`config.mk`:
```
export PLATFORM = sky130hd
export DESIGN_NAME = distortion_ctrl
export DESIGN_NICKNAME = d
export VERILOG_FILES = /design/src/rtl/distortion_ctrl.sv
export SDC_FILE = /design/constraint.sdc
export NUM_CORES = 1
export LEC_CHECK = 0
export CAP_MARGIN = 20
export CORE_UTILIZATION = 45
export CTS_CLUSTER_DIAMETER = 120
export DETAILED_ROUTE_END_ITERATION = 8
export GPL_TIMING_DRIVEN = 1
export PLACE_DENSITY = 0.76
export SYNTH_ARGS = -nofsm -noshare
export SYNTH_HDL_FRONTEND = slang
export SYNTH_SLANG_ARGS = --single-unit
export TNS_END_PERCENT = 10
```
`constraint.sdc`:
```
create_clock -name CLK -period 2.2 [get_ports CLK]
set_input_delay 0.44 -clock CLK [delete_from_list [all_inputs] [get_ports CLK]]
set_output_delay 0.44 -clock CLK [all_outputs]
set_load 0.02 [all_outputs]
```
`src/rtl/distortion_ctrl.sv`:
```
// distortion_ctrl: frame sequencer for the shared distortion datapath; define DIST_CTRL_OVERRUN_CNT_EN for the dropped-frame counter
module distortion_ctrl #(
  parameter int DATA_WIDTH = 32,
  parameter int TIMEOUT = 255,
  parameter logic [DATA_WIDTH-1:0] THRESH_RST = 32'h01000000
) (
  input  logic                  CLK,
  input  logic                  rst,
  input  logic                  en,
  input  logic                  audio_ready,
  input  logic [DATA_WIDTH-1:0] x_l,
  input  logic [DATA_WIDTH-1:0] x_r,
  output logic [DATA_WIDTH-1:0] y_l,
  output logic [DATA_WIDTH-1:0] y_r,
  output logic                  y_valid,
  output logic                  indicator,
  output logic                  busy,
  output logic                  dp_start,
  output logic [DATA_WIDTH-1:0] dp_x,
  input  logic                  dp_done,
  input  logic [DATA_WIDTH-1:0] dp_y,
  output logic [DATA_WIDTH-1:0] threshold,
  input  logic                  cfg_we,
  input  logic [DATA_WIDTH-1:0] cfg_threshold,
  input  logic                  clr_flags,
  output logic                  overrun,
  output logic                  fault,
  output logic [7:0]            overrun_cnt
);
  localparam int CW = TIMEOUT > 0 ? $clog2(TIMEOUT + 1) : 1;
  typedef enum logic [2:0] {IDLE, START_L, WAIT_L, START_R, WAIT_R, DONE} state_t;
  state_t state_q, state_d;
  logic [DATA_WIDTH-1:0] xl_q, xl_d, xr_q, xr_d, rl_q, rl_d, dp_x_q, dp_x_d;
  logic [DATA_WIDTH-1:0] yl_q, yl_d, yr_q, yr_d, thr_q, thr_d, pend_q, pend_d, res;
  logic [CW-1:0] cnt_q, cnt_d;
  logic y_valid_q, y_valid_d, ind_q, ind_d, pend_v_q, pend_v_d;
  logic overrun_q, overrun_d, fault_q, fault_d, idle, drop, waiting, fin;
  assign idle = state_q == IDLE;
  assign drop = audio_ready && !idle;
  assign waiting = state_q == WAIT_L || state_q == WAIT_R;
  assign fin = dp_done || cnt_q == CW'(TIMEOUT);
  assign res = dp_done ? dp_y : state_q == WAIT_L ? xl_q : xr_q;
  always_comb begin
    state_d = state_q;
    xl_d = xl_q;
    xr_d = xr_q;
    rl_d = rl_q;
    cnt_d = cnt_q;
    dp_x_d = dp_x_q;
    yl_d = yl_q;
    yr_d = yr_q;
    y_valid_d = 1'b0;
    ind_d = ind_q;
    case (state_q)
      IDLE: if (audio_ready) begin
        xl_d = x_l;
        xr_d = x_r;
        if (en) begin
          state_d = START_L;
          dp_x_d = x_l;
        end else begin
          yl_d = x_l;
          yr_d = x_r;
          y_valid_d = 1'b1;
          ind_d = 1'b0;
        end
      end
      START_L, START_R: begin
        state_d = state_q == START_L ? WAIT_L : WAIT_R;
        cnt_d = '0;
      end
      WAIT_L, WAIT_R: begin
        cnt_d = cnt_q + CW'(1);
        if (fin && state_q == WAIT_L) begin
          rl_d = res;
          dp_x_d = xr_q;
          state_d = START_R;
        end else if (fin) begin
          yl_d = rl_q;
          yr_d = res;
          y_valid_d = 1'b1;
          ind_d = 1'b1;
          state_d = DONE;
        end
      end
      DONE: state_d = IDLE;
      default: state_d = IDLE;
    endcase
  end
  assign overrun_d = drop || (overrun_q && !clr_flags);
  assign fault_d = (waiting && fin && !dp_done) || (fault_q && !clr_flags);
  assign thr_d = cfg_we && idle && !audio_ready ? cfg_threshold : pend_v_q && idle ? pend_q : thr_q;
  assign pend_d = cfg_we ? cfg_threshold : pend_q;
  assign pend_v_d = cfg_we ? !(idle && !audio_ready) : pend_v_q && !idle;
  always_ff @(posedge CLK) begin
    if (rst) begin
      state_q <= IDLE;
      xl_q <= '0;
      xr_q <= '0;
      rl_q <= '0;
      cnt_q <= '0;
      dp_x_q <= '0;
      yl_q <= '0;
      yr_q <= '0;
      y_valid_q <= 1'b0;
      ind_q <= 1'b0;
      thr_q <= THRESH_RST;
      pend_q <= '0;
      pend_v_q <= 1'b0;
      overrun_q <= 1'b0;
      fault_q <= 1'b0;
    end else begin
      state_q <= state_d;
      xl_q <= xl_d;
      xr_q <= xr_d;
      rl_q <= rl_d;
      cnt_q <= cnt_d;
      dp_x_q <= dp_x_d;
      yl_q <= yl_d;
      yr_q <= yr_d;
      y_valid_q <= y_valid_d;
      ind_q <= ind_d;
      thr_q <= thr_d;
      pend_q <= pend_d;
      pend_v_q <= pend_v_d;
      overrun_q <= overrun_d;
      fault_q <= fault_d;
    end
  end
`ifdef DIST_CTRL_OVERRUN_CNT_EN
  logic [7:0] ocnt_q, ocnt_d;
  assign ocnt_d = clr_flags ? {7'b0, drop} : ocnt_q + {7'b0, drop && ocnt_q != 8'hff};
  always_ff @(posedge CLK) ocnt_q <= rst ? 8'h00 : ocnt_d;
  assign overrun_cnt = ocnt_q;
`else
  assign overrun_cnt = 8'h00;
`endif
  assign y_l = yl_q;
  assign y_r = yr_q;
  assign y_valid = y_valid_q;
  assign indicator = ind_q;
  assign busy = !idle;
  assign dp_start = state_q == START_L || state_q == START_R;
  assign dp_x = dp_x_q;
  assign threshold = thr_q;
  assign overrun = overrun_q;
  assign fault = fault_q;
endmodule

```
# Word level (Yosys, flattened, before mapping)
# Index checks and enable logic that the tools add are counted.
# word_totals
register_bits,272
wordCells,96
inputBits,135
out_inout_bits,142
# op_classes
addsub,1
mux,36
reduce_logical,32
eq_ne,12
# op_table
cell,count
$mux W32,15
$pmux W32 S2,3
$pmux W8 S2,1
$mux W3,5
$ne A2 B2 Y1 const B,6
$logic_and A1 B1 Y1,11
$mux W1,9
$pmux W3 S3,1
$add A8 B1 Y8 const B,1
$eq A8 B8 Y1 const B,1
$eq A3 B2 Y1 const B,2
$reduce_bool A2 Y1,3
$logic_not A1 Y1,5
$logic_or A1 B1 Y1,5
$reduce_and A5 Y1,1
$pmux W1 S2,2
$reduce_and A2 Y1,2
$reduce_and A4 Y1,1
$reduce_or A2 Y1,2
$eq A3 B1 Y1 const B,1
$eq A3 B3 Y1 const B,1
$logic_not A3 Y1,1
$ne A3 B3 Y1 const B,1
$reduce_and A3 Y1,1

# Logic depth before layout (Yosys ltp)
# Gate-level depths: netlist (run 1).
# depth
word_depth,6
mapped_depth,8
depth_no_buf,6

# Worst setup path before layout (run 1)
# Ideal clock, no wire load.
# synth_path
kind,reg2reg
startpoint,reg cnt_q[0]
endpoint,reg dp_x_q[10] (netlist: dp_x[10])
path_stages_with_launch,8
required_ns,2.111
n_path_buf,1
arrival_time_ns,1.973
setup_slack_ns,0.138
period_less_slack_ns,2.062
setup_time_ns,0.089
path_cell_list,dfxtp_1 > ha_1 > and4_1 > a211oi_2 > a2111oi_4 > buf_6 > nor2_1 > a311oi_2
# synth_via
elab_chain_cells,5
# synth_lines
element,line,rtl
from (decl),35,"logic [CW-1:0] cnt_q, cnt_d;"
from (signal assigned),117,cnt_q <= cnt_d;
$eq A8 B8 Y1,41,assign fin = dp_done || cnt_q == CW'(TIMEOUT);
$logic_or A1 B1 Y1,41,
$logic_and A1 B1 Y1,74,if (fin && state_q == WAIT_L) begin
$ne A2 B2 Y1 (no source line),n/a,
$reduce_and A4 Y1 (no source line),n/a,
to (signal assigned),118,dp_x_q <= dp_x_d;
to (decl),33,"logic [DATA_WIDTH-1:0] xl_q, xl_d, xr_q, xr_d, rl_q, rl_d, dp_x_q, dp_x_d;"
# No other way between the ends.
# A chain may end at the register's enable or synchronous reset.

# Final worst setup path (run 1)
# layout_path
startpoint,reg state_q[1]
endpoint,out busy
# layout_via
elab_chain_cells,2
# layout_lines
element,line,rtl
from (decl),32,"state_t state_q, state_d;"
from (signal assigned),113,state_q <= state_d;
$logic_not A3 Y1,38,assign idle = state_q == IDLE;
$logic_not A1 Y1,142,assign busy = !idle;
to (decl),17,"output logic busy,"
# No other way between the ends.

==> results of run 1 <==
==> cell families after synthesis <==
logic type	after synthesis	synth area share, %
AND/OR/NAND/NOR	596	22.7
AO/OA/AOI/OAI	311	19.3
flip-flops	272	46.6
buffers and inverters	138	5.28
multiplexers	65	5.58
XOR/XNOR	3	0.289
adder cells (fa/ha/maj)	1	0.107
other	1	0.0321
==> tightest hold or removal path: stages <==
cell and delay, ns:
buf_2 0.21, o21ai_0 0.12, a21oi_1 0.07
==> metal layers <==
layer,vias to the layer above,global-route usage [%]
met5,-,0
met4,0,10.1
met3,88,5.92
met2,383,43.7
met1,5174,31.1
li1,5317,-
==> how the worst max path moves through the flow <==
stage,start,endpoint,slack [ns],depth (start not counted)
5_1_grt,cnt_q[0],dp_x[31],-0.03,7
4_1_cts,state_q[1],y_r[21],0.02,7
3_5_place_dp,audio_ready,dp_x[26],-0.27,6
6_report,state_q[1],busy,0.07,3
2_1_floorplan,cnt_q[0],dp_x[10],0.14,7
3_3_place_gp,audio_ready,dp_x[7],-0.19,6
==> sequential cells by signal, indices dropped and copies added (netlist names) <==
| signal | cells |
|---|---|
| y_l | 32 |
| dp_x | 32 |
| xr_q | 32 |
| overrun | 1 |
| fault | 1 |
| rl_q | 32 |
| pend_v_q | 1 |
| xl_q | 32 |
| y_valid | 1 |
| indicator | 1 |
| threshold | 32 |
| y_r | 32 |
| state_q | 3 |
| pend_q | 32 |
| cnt_q | 8 |
==> per-stage QoR <==
stage / setup TNS, ns / setup WS (ns) / instances / instance area [sq um] / utilization, %
after floorplan: 0 / 0.138 / 1394 / 11700 / -
after global placement: -10.34 / -0.186 / 1917 / 14900 / 59.0
after detailed placement: -14.13 / -0.271 / 1917 / 14900 / 59.0
after CTS: 0 / 0.0171 / 1968 / 15800 / 62.5
after global routing: -0.167 / -0.0304 / 1969 / 15900 / 62.7
final: 0 / 0.0749 / 1970 / 15900 / 62.7
==> Yosys cell counts, drive strengths merged <==
cell type	n	area, sq um
and3	2	12.5
mux2i	64	641
buf	40	249
nor4bb	32	320
nor3	36	180
dfxtp	272	5450
a211oi	99	748
conb	1	3.75
nand4	1	6.26
or3	33	206
mux2	1	11.3
o21ai	5	25.0
o21a	1	7.51
nand2	265	995
and2	2	12.5
or4	1	7.51
a21oi	138	691
or3b	1	8.76
nand3	4	20.0
a311oi	64	736
nor2	204	766
nor3b	1	7.51
nand2b	3	18.8
xnor2	2	25.0
inv	3	11.3
o31ai	1	7.51
nor2b	4	25.0
xor2	1	8.76
a21o	1	7.51
a41oi	1	8.76
clkbuf	95	357
and4	1	8.76
ha	1	12.5
nand3b	3	22.5
nor4b	1	23.8
a2111oi	1	27.5
or2	2	12.5
==> final cells by class <==
| class | instances | area share, % |
|---|---|---|
| multi-input cells | 984 | 36.0 |
| flip-flops and latches | 272 | 34.3 |
| repair buffers | 328 | 21.4 |
| clock buffers | 40 | 5.21 |
| well taps | 330 | 2.60 |
| clock inverters | 11 | 0.370 |
| inverters | 3 | 0.0709 |
| diodes | 2 | 0.0315 |
==> what timing repair did <==
action                                  CTS  global route
resized for setup                         7            16
pin swaps                                 1             5
endpoints found under the setup margin   28            92
buffers inserted                          0             0
==> report_power, final <==
group,switching (mW),internal (mW)
Combinational,5.08,3.93
Sequential,0.752,6.14
Clock,1.98,2.61
Total,7.81,12.7
==> summary.txt, run 1 <==
Min path
  – End of the worst hold path: pend_v_q
  – Hold_sp: cfg_we
  – Hold Crit Class: in -> reg
  – Hold path depth: 3

Placement
  – GPL Wtd Cong: 0.808
  – Hpwl dp: 23100 um
  – IO Port Bufs: 268

Yosys
  – Mean Syn Cell Area: 8.42 sq um
  – Synthesized cell area: 11700 sq um
  – Cell count after synthesis: 1387
  – Yosys cell types: 44
  – Synth Warn #: 0
  – Sequential area share after synthesis: 46.6%
  – Seq cells post-synth: 272

Clocking
  – Number of clock sinks: 272
  – Worst-path clk slew: 0.06 ns
  – Root buffer cell: clkbuf_16
  – Hold Buf Count CTS: 0
  – CTS buffer count: 29
  – TritonCTS clock tree: built
  – CTS Buffer Depth: 3
  – Worst-skew pair later-pin latency: 0.54 ns
  – H-tree levels: 1

Drt
  – DRT antenna net count: 0
  – Vias: 11000
  – # DRC: 0
  – DR vias/cell: 5.56
  – Detail Route met2 WL: 16600 um
  – Top layer in use: met4
  – DRT iter0 DRCs: 745
  – Post-Route WL: 34700 um
  – Wl on met1: 14300 um
  – WL/cell: 17.6 um
  – Metal3 WL: 2630 um
  – TritonRoute pass-1 iters: 5

Worst setup path
  – Critical path type: reg -> out
  – Crit path required time: 1.76 ns
  – Worst setup SP type: register
  – Worst reg2reg path startpoint: cnt_q[0]
  – CP arrival: 1.69 ns
  – Cells along the critical path: nor3_4, inv_1, dlygate4sd2_1
  – Crit path capture type: output port
  – Setup slack, reg-to-reg: 0.09 ns
  – Crit-path max FO: 7
  – Critical-path top delay cell: dfxtp_4
  – Cell family with most CP delay: buffers and inverters
  – Bufs and invs on worst path: 2
  – Delay of the slowest cell on the worst path: 0.39 ns
  – Worst-case reg-to-reg path depth: 7
  – FF-to-FF End: y_l[2]

GRT
  – Grt ovf: 0
  – Largest net degree at the start of global routing: 78
  – Gr usage total: 25.6%
  – Vias in the first global route: 10800
  – Initial antenna violation count: 3
  – First-pass GRT wire length: 54700 um

Floorplanning
  – Chip Height: 163 um
  – Die footprint: 26600 sq um
  – Rows: 58
  – Placeable Area: 25300 sq um
  – Initial Util: 46.1%
  – # IOs: 277
  – Die width: 163 um

Power and ir drop
  – Power Total: 20.5 mW
  – Pwr per Cell Area: 1290 nW/um^2
  – Lkg Pwr: 5.71 nW
  – Peak supply drop: 0.000819 V

STA
  – Slew HR: 59.0%
  – Final hold violation count: 0
  – # setup viols final: 0
  – Max Freq: 471 MHz
  – Clock skew: 0.00634 ns
  – Tmin final: 2.13 ns
  – Hold slack: 0.350 ns
  – Least-Margin Pin Slew: 0.615 ns
  – Period utilisation layout: 96.6%
  – RSZ-0062 raised after global routing: yes
  – Max Transition Viols Final: 0

Final layout
  – Most common cell after layout, fill and taps aside: dfxtp_1
  – Layout Nets: 1754
  – Most frequent cells in the layout: dfxtp_1, nand2_1, clkdlybuf4s50_1, nor2_1, a21oi_1
  – Storage element area: 5460 sq um
  – Fill cell count: 2166
  – Syn-to-layout area delta: 36.1%
  – Area of the multi-input gates: 5720 sq um
  – Share of layout cells above drive strength 1: 9.95%

Status
  – Status: complete, no violations

Job
  – Max Cap Viol: 0
Power figures use the tool's default switching activity.
==> inputs of run 2 (changes only) <==
--- a/config.mk
+++ b/config.mk
@@ -6,11 +6,14 @@
 export NUM_CORES = 1
 export LEC_CHECK = 0
 export CAP_MARGIN = 20
-export CORE_UTILIZATION = 45
+export CELL_PAD_IN_SITES_DETAIL_PLACEMENT = 0
+export CELL_PAD_IN_SITES_GLOBAL_PLACEMENT = 2
+export CORE_UTILIZATION = 26
 export CTS_CLUSTER_DIAMETER = 120
 export DETAILED_ROUTE_END_ITERATION = 8
 export GPL_TIMING_DRIVEN = 1
-export PLACE_DENSITY = 0.76
+export PLACE_DENSITY_LB_ADDON = 0.1
+export SLEW_MARGIN = 20
 export SYNTH_ARGS = -nofsm -noshare
 export SYNTH_HDL_FRONTEND = slang
 export SYNTH_SLANG_ARGS = --single-unit
==> summary.txt, run 2 (synthesis results as in run 1) <==
Status
  – Status: complete, no violations

GRT
  – Gr usage total: 18.4% (-7.2 points)
  – Initial antenna violation count: 2 (-1)
  – First-pass GRT wire length: 66000 um (+21%)
  – Met3 usage: 4.45% (-1.5 points)
  – Largest net degree at the start of global routing: 65 (-17%)
  – Vias in the first global route: 10900 (+1.0%)
  – GR met2 Demand/Resource: 29.8% (-14 points)
  – Grt peak-use layer: met2
  – GR Util met1: 24.0% (-7.0 points)
  – Grt ovf: 0 (unchanged)

Min path
  – Hold path depth: 2 (-1)
  – End of the worst hold path: xl_q[10]
  – Hold_sp: rst
  – Hold Crit Class: in -> reg

Placement
  – IO Port Bufs: 268 (unchanged)
  – Hpwl dp: 28000 um (+21%)
  – Placed inst area: 15400 sq um (+2.8%)
  – GPL Wtd Cong: 0.722 (-11%)
  – Place WS: -0.0669 ns (+0.204 ns)

Drt
  – DRT antenna net count: 0 (unchanged)
  – DR vias/cell: 4.77 (-14%)
  – Vias: 10800 (-1.8%)
  – # DRC: 0 (unchanged)
  – Post-Route WL: 42900 um (+24%)
  – TritonRoute pass-1 iters: 4 (-1)
  – WL/cell: 19.0 um (+8.0%)
  – DRT iter0 DRCs: 546 (-27%)

Final layout
  – Design Area, Final: 16500 sq um (+4.1%)
  – Area of the multi-input gates: 5680 sq um (-0.61%)
  – Most frequent cells in the layout: dfxtp_1, nand2_1, clkdlybuf4s50_1, nor2_1, a21oi_1
  – Most common cell after layout, fill and taps aside: dfxtp_1
  – Share of layout cells above drive strength 1: 10.6% (+0.68 points)
  – Fill cell count: 4586 (+110%)
  – Layout Nets: 1776 (+1.3%)
  – Storage element area: 5450 sq um (-0.11%)
  – Diode count: 0 (-2)
  – Syn-to-layout area delta: 41.6%

Worst setup path
  – Worst setup SP type: register
  – Critical-path top delay cell: clkdlybuf4s15_1
  – Crit. Startpoint: state_q[2]
  – FF-to-FF End: y_l[28]
  – Cells along the critical path: nand2b_1, inv_1, clkdlybuf4s15_1
  – Crit path required time: 1.76 ns (about the same)
  – Setup slack, reg-to-reg: 0.14 ns (+0.05 ns)
  – Crit-path max FO: 10 (+3)
  – Worst reg2reg path startpoint: cnt_q[0]
  – Worst-case reg-to-reg path depth: 8 (+1)
  – Delay of the slowest cell on the worst path: 0.40 ns (about the same)
  – CP arrival: 1.66 ns (-0.03 ns)
  – Crit path capture type: output port
  – Critical path type: reg -> out

STA
  – Slew HR: 63.9% (+5.0 points)
  – Hold slack: 0.334 ns (-0.0160 ns)
  – Clock skew: 0.0179 ns (+0.0116 ns)
  – Max Freq: 476 MHz (+1.1%)
  – Final WS setup: 0.0983 ns (+0.0234 ns)
  – Period utilisation layout: 95.5% (-1.1 points)
  – Least-Margin Pin Slew: 0.541 ns (-0.0744 ns)
  – Final hold violation count: 0 (unchanged)
  – RSZ-0062 raised after global routing: yes
  – Max Transition Viols Final: 0 (unchanged)
  – # setup viols final: 0 (unchanged)
  – Tmin final: 2.10 ns (-0.0234 ns)

Floorplanning
  – # IOs: 277 (unchanged)
  – Rows: 77 (+33%)
  – Die width: 214 um (+31%)
  – Die footprint: 45800 sq um (+72%)
  – Chip Height: 214 um (+31%)
  – Initial Util: 26.4% (-20 points)
  – Placeable Area: 44200 sq um (+75%)

Power and ir drop
  – Lkg Pwr: 5.89 nW (+3.2%)
  – Power Total: 21.9 mW (+7.1%)
  – Peak supply drop: 0.000644 V (-21%)
  – Pwr per Cell Area: 1330 nW/um^2 (+2.9%)

Clocking
  – Hold Buf Count CTS: 0 (unchanged)
  – Number of clock sinks: 272 (unchanged)
  – CTS buffer count: 36 (+24%)
  – H-tree levels: 2 (+1)
  – Root buffer cell: clkbuf_16
  – Worst-path clk slew: 0.06 ns (about the same)
  – TritonCTS clock tree: built
  – Worst-skew pair later-pin latency: 0.54 ns (about the same)
  – CTS Buffer Depth: 3 (unchanged)

Job
  – Max Cap Viol: 0 (unchanged)
-- run 2: cell count changes in the layout (fill, tap and decap cells not counted), sizes merged --
cell / delta
bufinv: +1
clkbuf: +14
clkdlybuf4s15: +1
clkinv: -4
buf: +13
diode: -2
inv: +2
-- run 2: timing repair --
| item | 4_1_cts | 5_1_grt |
|---|---|---|
| endpoints found under the hold margin | 0 | 0 |
| pin swaps | 0 | 1 |
| cloned | 0 | 2 |
| buffers inserted | 0 | 1 |
| setup endpoints to repair | 6 | 47 |
| gates resized for setup | 4 | 5 |
-- run 2: per-layer routing --
layer | wire length (um) | share of wire (%)
met3 | 2270 | 5.3
met2 | 19900 | 46
met1 | 19900 | 46
met4 | 830 | 1.9
met5 | 8 | 0.019
-- run 2: how the worst max path moves through the flow --
stage          endpoint  depth (start not counted)  slack, ns
2_1_floorplan  dp_x[10]                          7       0.14
3_3_place_gp   dp_x[16]                          7      -0.02
3_5_place_dp   dp_x[11]                          7      -0.07
4_1_cts        dp_start                          3       0.03
5_1_grt            busy                          3      -0.01
6_report       dp_start                          3        0.1
-- run 2: cell type report --
cell class,instances,share of cell area (%)
clock inverters,10,0.499
clock buffers,53,6.20
repair buffers,343,21.4
flip-flops and latches,272,33.0
inverters,3,0.0681
well taps,592,4.48
multi-input cells,984,34.4
-- run 2: per-stage QoR --
step,std cells,TNS [ns],util [%]
after floorplan,1394,0,-
after global placement,2191,-0.140,34.7
after detailed placement,2191,-1.45,34.7
after CTS,2254,0,37.2
after global routing,2257,-0.00996,37.4
final,2257,0,37.4
-- run 2: power by group --
| part | switching [mW] | total (mW) | internal [mW] | leakage [nW] |
|---|---|---|---|---|
| logic | 5.33 | 9.44 | 4.11 | 3.10 |
| clock network | 2.26 | 5.60 | 3.35 | 0.549 |
| registers | 0.750 | 6.89 | 6.14 | 2.24 |
-- run 2: worst max-delay path: cells and delay by family, from the launching register on --
family / cells / cell delay [ns]
and+or+nand+nor: 1 / 0.20
DFF: 1 / 0.38
buffers and inverters: 2 / 0.53
